===== config.mk =====
export PLATFORM = sky130hd
export DESIGN_NAME = arrow_lane_scroller
export DESIGN_NICKNAME = d
export VERILOG_FILES = /design/src/rtl/ddr_pkg.sv /design/src/rtl/arrow_lane.sv /design/src/rtl/arrow_lane_scroller.sv
export SDC_FILE = /design/constraint.sdc
export NUM_CORES = 1
export LEC_CHECK = 0
export BUFFER_PORTS_ARGS = -buffer_cell sky130_fd_sc_hd__buf_2
export CAP_MARGIN = 20
export CORE_MARGIN = 3
export CORE_UTILIZATION = 45
export DETAILED_ROUTE_END_ITERATION = 10
export HOLD_SLACK_MARGIN = 0.02
export PLACE_DENSITY = 0.65
export SYNTH_ARGS = -nofsm -noshare
export SYNTH_HDL_FRONTEND = slang
export SYNTH_SLANG_ARGS = --single-unit

===== constraint.sdc =====
create_clock -name clock -period 7.6 [get_ports clock]
set_clock_uncertainty 0.1 [all_clocks]
set_input_delay 0.38 -clock clock [delete_from_list [all_inputs] [get_ports clock]]
set_output_delay 0.38 -clock clock [all_outputs]
set_load 0.01 [all_outputs]

===== src/rtl/ddr_pkg.sv =====
`default_nettype none
// +------------------------------------------------------------------+
// | ddr_pkg: lane indices, play-state enum and hit score weights.    |
// | Revision: 1.0                                                    |
// +------------------------------------------------------------------+
package ddr_pkg;
  localparam int UP    = 3;
  localparam int DOWN  = 2;
  localparam int LEFT  = 1;
  localparam int RIGHT = 0;

  localparam int PERFECT = 3;
  localparam int GOOD    = 1;

  typedef enum logic [1:0] {
    IDLE  = 2'd0,
    PLAY  = 2'd1,
    DRAIN = 2'd2
  } state_t;
endpackage
`default_nettype wire


===== src/rtl/arrow_lane.sv =====
`default_nettype none
// +------------------------------------------------------------------+
// | arrow_lane: one lane shift register with hit-zone judge and miss. |
// | Revision: 1.0                                                    |
// +------------------------------------------------------------------+
module arrow_lane #(
  parameter int ROWS     = 16,
  parameter int HIT_ROWS = 2
) (
  input  logic            clock,
  input  logic            reset,
  input  logic            clear,
  input  logic            press,
  input  logic            scroll,
  input  logic            insert,
  output logic [ROWS-1:0] rows,
  output logic            hit,
  output logic            perfect,
  output logic            miss,
  output logic            empty_next
);
  logic [ROWS-1:0] w_lowest;
  logic [ROWS-1:0] w_cleared;
  logic [ROWS-1:0] w_shifted;
  logic [ROWS-1:0] w_next;

  // Ascending scan leaves only the highest occupied row of the zone selected.
  always_comb begin
    w_lowest = '0;
    for (int r = ROWS - HIT_ROWS; r < ROWS; r++) begin
      if (rows[r]) begin
        w_lowest    = '0;
        w_lowest[r] = 1'b1;
      end
    end
  end

  assign hit        = press & (|w_lowest);
  assign perfect    = hit & rows[ROWS-1];
  assign w_cleared  = hit ? (rows & ~w_lowest) : rows;
  assign miss       = scroll & w_cleared[ROWS-1];
  assign w_shifted  = scroll ? (w_cleared << 1) : w_cleared;
  assign w_next     = clear ? '0 : (w_shifted | ROWS'(insert));
  assign empty_next = ~(|w_next);

  always_ff @(posedge clock) begin
    if (reset) begin
      rows <= '0;
    end else begin
      rows <= w_next;
    end
  end
endmodule
`default_nettype wire


===== src/rtl/arrow_lane_scroller.sv =====
`default_nettype none
// +------------------------------------------------------------------+
// | arrow_lane_scroller: four scrolling arrow lanes, judge and score. |
// | Revision: 1.0                                                    |
// +------------------------------------------------------------------+
module arrow_lane_scroller #(
  parameter int ROWS     = 16,
  parameter int HIT_ROWS = 2,
  parameter int SCORE_W  = 16,
  parameter int COMBO_W  = 8
) (
  input  logic                clock,
  input  logic                reset,
  input  logic                game_active,
  input  logic [3:0]          pattern_in,
  input  logic                pattern_valid,
  input  logic                scroll_tick,
  input  logic [3:0]          key_in,
  output logic [4*ROWS-1:0]   lane_rows,
  output logic [3:0]          hit_lanes,
  output logic [3:0]          miss_lanes,
  output logic [SCORE_W-1:0]  score,
  output logic [COMBO_W-1:0]  combo,
  output logic [COMBO_W-1:0]  max_combo,
  output logic                busy
);
  import ddr_pkg::*;

  state_t r_state;
  state_t w_state_next;

  logic       r_pv_q;
  logic [3:0] r_key_q;

  logic       w_clear, w_fresh, w_run, w_can_insert;
  logic       w_insert, w_scroll, w_board_empty;
  logic [3:0] w_press, w_hit, w_perfect, w_miss, w_empty_lane;

  logic [3:0]           w_gain;
  logic [2:0]           w_hits_cnt;
  logic [SCORE_W:0]     w_score_sum;
  logic [SCORE_W-1:0]   w_score_new;
  logic [COMBO_W:0]     w_combo_sum;
  logic [COMBO_W-1:0]   w_combo_new;
  logic [COMBO_W-1:0]   w_max_new;

  always_ff @(posedge clock) begin
    if (reset) begin
      r_state <= IDLE;
    end else begin
      r_state <= w_state_next;
    end
  end

  always_comb begin
    w_state_next = r_state;
    case (r_state)
      IDLE:    if (game_active) w_state_next = PLAY;
      PLAY:    if (!game_active) w_state_next = DRAIN;
      DRAIN: begin
        if (game_active)        w_state_next = PLAY;
        else if (w_board_empty) w_state_next = IDLE;
      end
      default: w_state_next = IDLE;
    endcase
  end

  // Returning to PLAY from DRAIN is a fresh game, so it clears like a start.
  always_comb begin
    w_clear      = 1'b1;
    w_fresh      = 1'b0;
    w_run        = 1'b0;
    w_can_insert = 1'b0;
    busy         = 1'b0;
    case (r_state)
      IDLE: begin
        w_fresh = game_active;
      end
      PLAY: begin
        w_clear      = 1'b0;
        w_run        = 1'b1;
        w_can_insert = 1'b1;
        busy         = 1'b1;
      end
      DRAIN: begin
        w_clear = game_active;
        w_fresh = game_active;
        w_run   = ~game_active;
        busy    = 1'b1;
      end
      default: ;
    endcase
  end

  assign w_insert = w_can_insert & pattern_valid & ~r_pv_q;
  assign w_press  = w_run ? (key_in & ~r_key_q) : 4'b0000;
  assign w_scroll = w_run & scroll_tick;

  for (genvar l = 0; l < 4; l++) begin : g_lane
    arrow_lane #(
      .ROWS     (ROWS),
      .HIT_ROWS (HIT_ROWS)
    ) u_lane (
      .clock      (clock),
      .reset      (reset),
      .clear      (w_clear),
      .press      (w_press[l]),
      .scroll     (w_scroll),
      .insert     (w_insert & pattern_in[l]),
      .rows       (lane_rows[l*ROWS +: ROWS]),
      .hit        (w_hit[l]),
      .perfect    (w_perfect[l]),
      .miss       (w_miss[l]),
      .empty_next (w_empty_lane[l])
    );
  end

  assign w_board_empty = &w_empty_lane;

  always_comb begin
    w_gain     = '0;
    w_hits_cnt = '0;
    for (int l = 0; l < 4; l++) begin
      if (w_hit[l]) begin
        w_gain     = w_gain + (w_perfect[l] ? 4'(PERFECT) : 4'(GOOD));
        w_hits_cnt = w_hits_cnt + 3'd1;
      end
    end
  end

  assign w_score_sum = {1'b0, score} + (SCORE_W+1)'(w_gain);
  assign w_score_new = w_score_sum[SCORE_W] ? '1 : w_score_sum[SCORE_W-1:0];
  assign w_combo_sum = {1'b0, combo} + (COMBO_W+1)'(w_hits_cnt);
  // A miss anywhere in the cycle breaks the streak even if other lanes hit.
  assign w_combo_new = (|w_miss) ? '0 :
                       (w_combo_sum[COMBO_W] ? '1 : w_combo_sum[COMBO_W-1:0]);
  assign w_max_new   = (w_combo_new > max_combo) ? w_combo_new : max_combo;

  always_ff @(posedge clock) begin
    if (reset) begin
      r_pv_q     <= 1'b0;
      r_key_q    <= '0;
      hit_lanes  <= '0;
      miss_lanes <= '0;
      score      <= '0;
      combo      <= '0;
      max_combo  <= '0;
    end else begin
      r_pv_q     <= pattern_valid;
      r_key_q    <= key_in;
      hit_lanes  <= w_hit;
      miss_lanes <= w_miss;
      if (w_fresh) begin
        score     <= '0;
        combo     <= '0;
        max_combo <= '0;
      end else if (w_run) begin
        score     <= w_score_new;
        combo     <= w_combo_new;
        max_combo <= w_max_new;
      end
    end
  end
endmodule
`default_nettype wire


==> impl_metrics.yaml <==
route:
  vias: 5072
  avgRoutedWirePerCell_um: 15.5
  first_pass_iters: 5
  wirelength_mm: 14.5
  wl_met3_um: 888
  met2_length_mm: 6.69
  routed_via_density: 5.43
  top_layer: "met4"
  drtIter0Drc: 340
  remaining_drc_errors: 0
  final_antenna_net_count: 0
  drt-met1-wl_mm: 6.59
finish:
  diodes: 0
  fin_util: 0.557
  drive_gt1_frac: 0.192
  syn_to_final_growth_pct: 18.6
  fill_cells: 1119
  final_nets: 831
clocking:
  cts-root-buf: "clkbuf_16"
  cts_tree: "built"
  clk_pin_slew_ns: 0.08
  cts.sinks: 111
  postCtsSetupBuffers: 0
  post_cts_resized: 0
  cts-hold-fix-buffers: 0
  htreeDepth: 3
  clk_path_buf_depth: 2
  cts_buffers: 9
  clock_latency_ns: 0.35
synth:
  netlist_area_um2: 5480
  yosysUniqueCellTypes: 52
  ys_warn_count: 0
  synth_top_area_frac: 0.406
  synth_nets: 733
  synth_most_common_cell: "nand2_1"
  synth_flop_cell: "dfxtp_1"
  synth_area_leaders: "dfxtp_1 (41%), nand2_1 (9.9%), a21oi_1 (8.0%)"
  async_reset_ff_frac: 0
  synth_commonest_cells: "nand2_1 (145), dfxtp_1 (111), a21oi_1 (88)"
  ys_seq_area_frac: 0.406
  synth_enable_flop_cells: 0
  avgSynthCellArea_um2: 7.96
  syn_inst: 688
  yosysTopAreaCell: "dfxtp_1"
  ys_seq_elements: 111
grt:
  grt_max_degree: 68
  antenna_found_initial: 0
  grt_pass1_wl_mm: 23.3
  track_usage: 0.215
  grt_pass1_vias: 4656
  grt.overflow.total: 0
worst_hold_path:
  min_path_type: "input pin to register"
  min_path_cells: 2
pwr:
  p_leak_nw: 2.77
  finalPower_mw: 1.37
  cellPowerDensity_nw_per_um2: 211
  ir_worst_vdd_uv: 108
worst_setup_path:
  worstSetupPathType: "register to register"
  crit_arrival_ns: 6.97
  cpPeakStageDelay_ns: 0.77
  cpLargestDelayFamily: "compound AO/OA/AOI/OAI gates"
  cp_slowest_cell: "o31ai_2"
  r2r_cells: 25
  critPathCaptureType: "register"
  cp.depth: 25
  worstPathMaxFanout: 22
  startpoint_type: "register"
  cp_num_buf_inv: 4
  worstPathRequired_ns: 7.72
  cpMostUsedCell: "ha_1"
sta:
  fin_crit_sh: 0.901
  max_freq_ghz: 0.146
  period_minus_slack_ns: 6.85
  slew_headroom: 0.358
  tightest_slew_ns: 0.957
  setup-violations-final: 0
  maxSlewViolCount: 0
  rsz0062_at_grt: "false"
  hold_viol_final: 0
  tns_ns: 0
die:
  die_height_um: 116
  top_level_ports: 118
  initial_core_util: 0.470
  die_area_um2: 13500
  coreArea_um2: 11700
  rows: 39
  dieWidth_um: 116
placed_design:
  place_congestion: 0.898
  dp_hpwl_mm: 10.3
  port_buffers: 117
run:
  max_cap_viol_count: 0
status:
  outcome: "completed"
kinds of logic after synthesis:
| logic type | Yosys count | synth area share |
|---|---|---|
| flip-flops | 111 | 0.406 |
| AND/OR/NAND/NOR | 293 | 0.243 |
| XOR/XNOR | 16 | 0.0256 |
| buffers and inverters | 66 | 0.0455 |
| multiplexers | 20 | 0.0382 |
| AO/OA/AOI/OAI | 150 | 0.162 |
| adder cells (fa/ha/maj) | 32 | 0.0800 |
placed cells by master (no fill, tap or decap), types with 3 or more instances in the layout:
cell / count
nor2b_1: 16
nor3_1: 18
fa_1: 5
a21oi_1: 88
nor2_1: 58
xnor2_1: 7
nand3_1: 15
a22oi_1: 4
o211ai_1: 8
o21a_1: 6
nand2_1: 145
a21o_1: 6
clkbuf_16: 9
xor2_1: 9
ha_1: 27
o21ai_1: 6
nand2b_1: 5
and4_1: 3
dfxtp_1: 111
inv_6: 3
nand4_1: 6
a31oi_1: 4
buf_4: 3
or4_1: 4
inv_1: 29
mux2_2: 3
nor4_1: 8
o21ai_0: 12
and2_1: 4
mux2i_1: 16
buf_2: 117
report_power, final:
part,switching [mW],total [mW],internal (mW)
Combinational,0.210,0.313,0.103
Sequential,0.0114,0.603,0.592
Clock,0.219,0.453,0.235
flip-flops by register name (all words and copies together), names as in the netlist:
register            flops
combo                   8
g_lane.u_lane.rows     64
hit_lanes               4
max_combo               8
miss_lanes              4
r_key_q                 4
r_pv_q                  1
r_state                 2
score                  16
stage by stage:
stage	area, µm²	cells	hold WS [ns]	setup WS [ns]
floorplan	5480	688	0.384	1.40
detailed placement	6140	915	0.377	0.722
global placement	6140	915	0.361	1.10
CTS	6420	931	0.137	0.705
finish	6490	934	0.149	0.751
global route	6490	934	0.141	0.121
cell type report:
class | instances | area [µm²] | share of cell area
repair buffers | 123 | 683 | 0.105
well taps | 143 | 179 | 0.0275
inverters | 30 | 113 | 0.0173
clock buffers | 11 | 243 | 0.0374
clock inverters | 5 | 38.8 | 0.00597
multi-input cells | 511 | 3020 | 0.464
flip-flops and latches | 111 | 2220 | 0.342
worst paths after layout:
kind,start,to,slack [ns]
min reg2reg,g_lane[0].u_lane.rows[11],g_lane[0].u_lane.rows[12],0.38
max,r_state[0],max_combo[3],0.75
max reg2reg,r_state[0],max_combo[3],0.75
min,key_in[0],r_key_q[0],0.15
metal layers:
metal | vias to the layer above | global-route usage
li1 | 2551 | -
met1 | 2333 | 0.291
met2 | 164 | 0.338
met3 | 24 | 0.0420
met4 | 0 | 0.0882
met5 | - | 0
(Power assumes the default switching activity.)
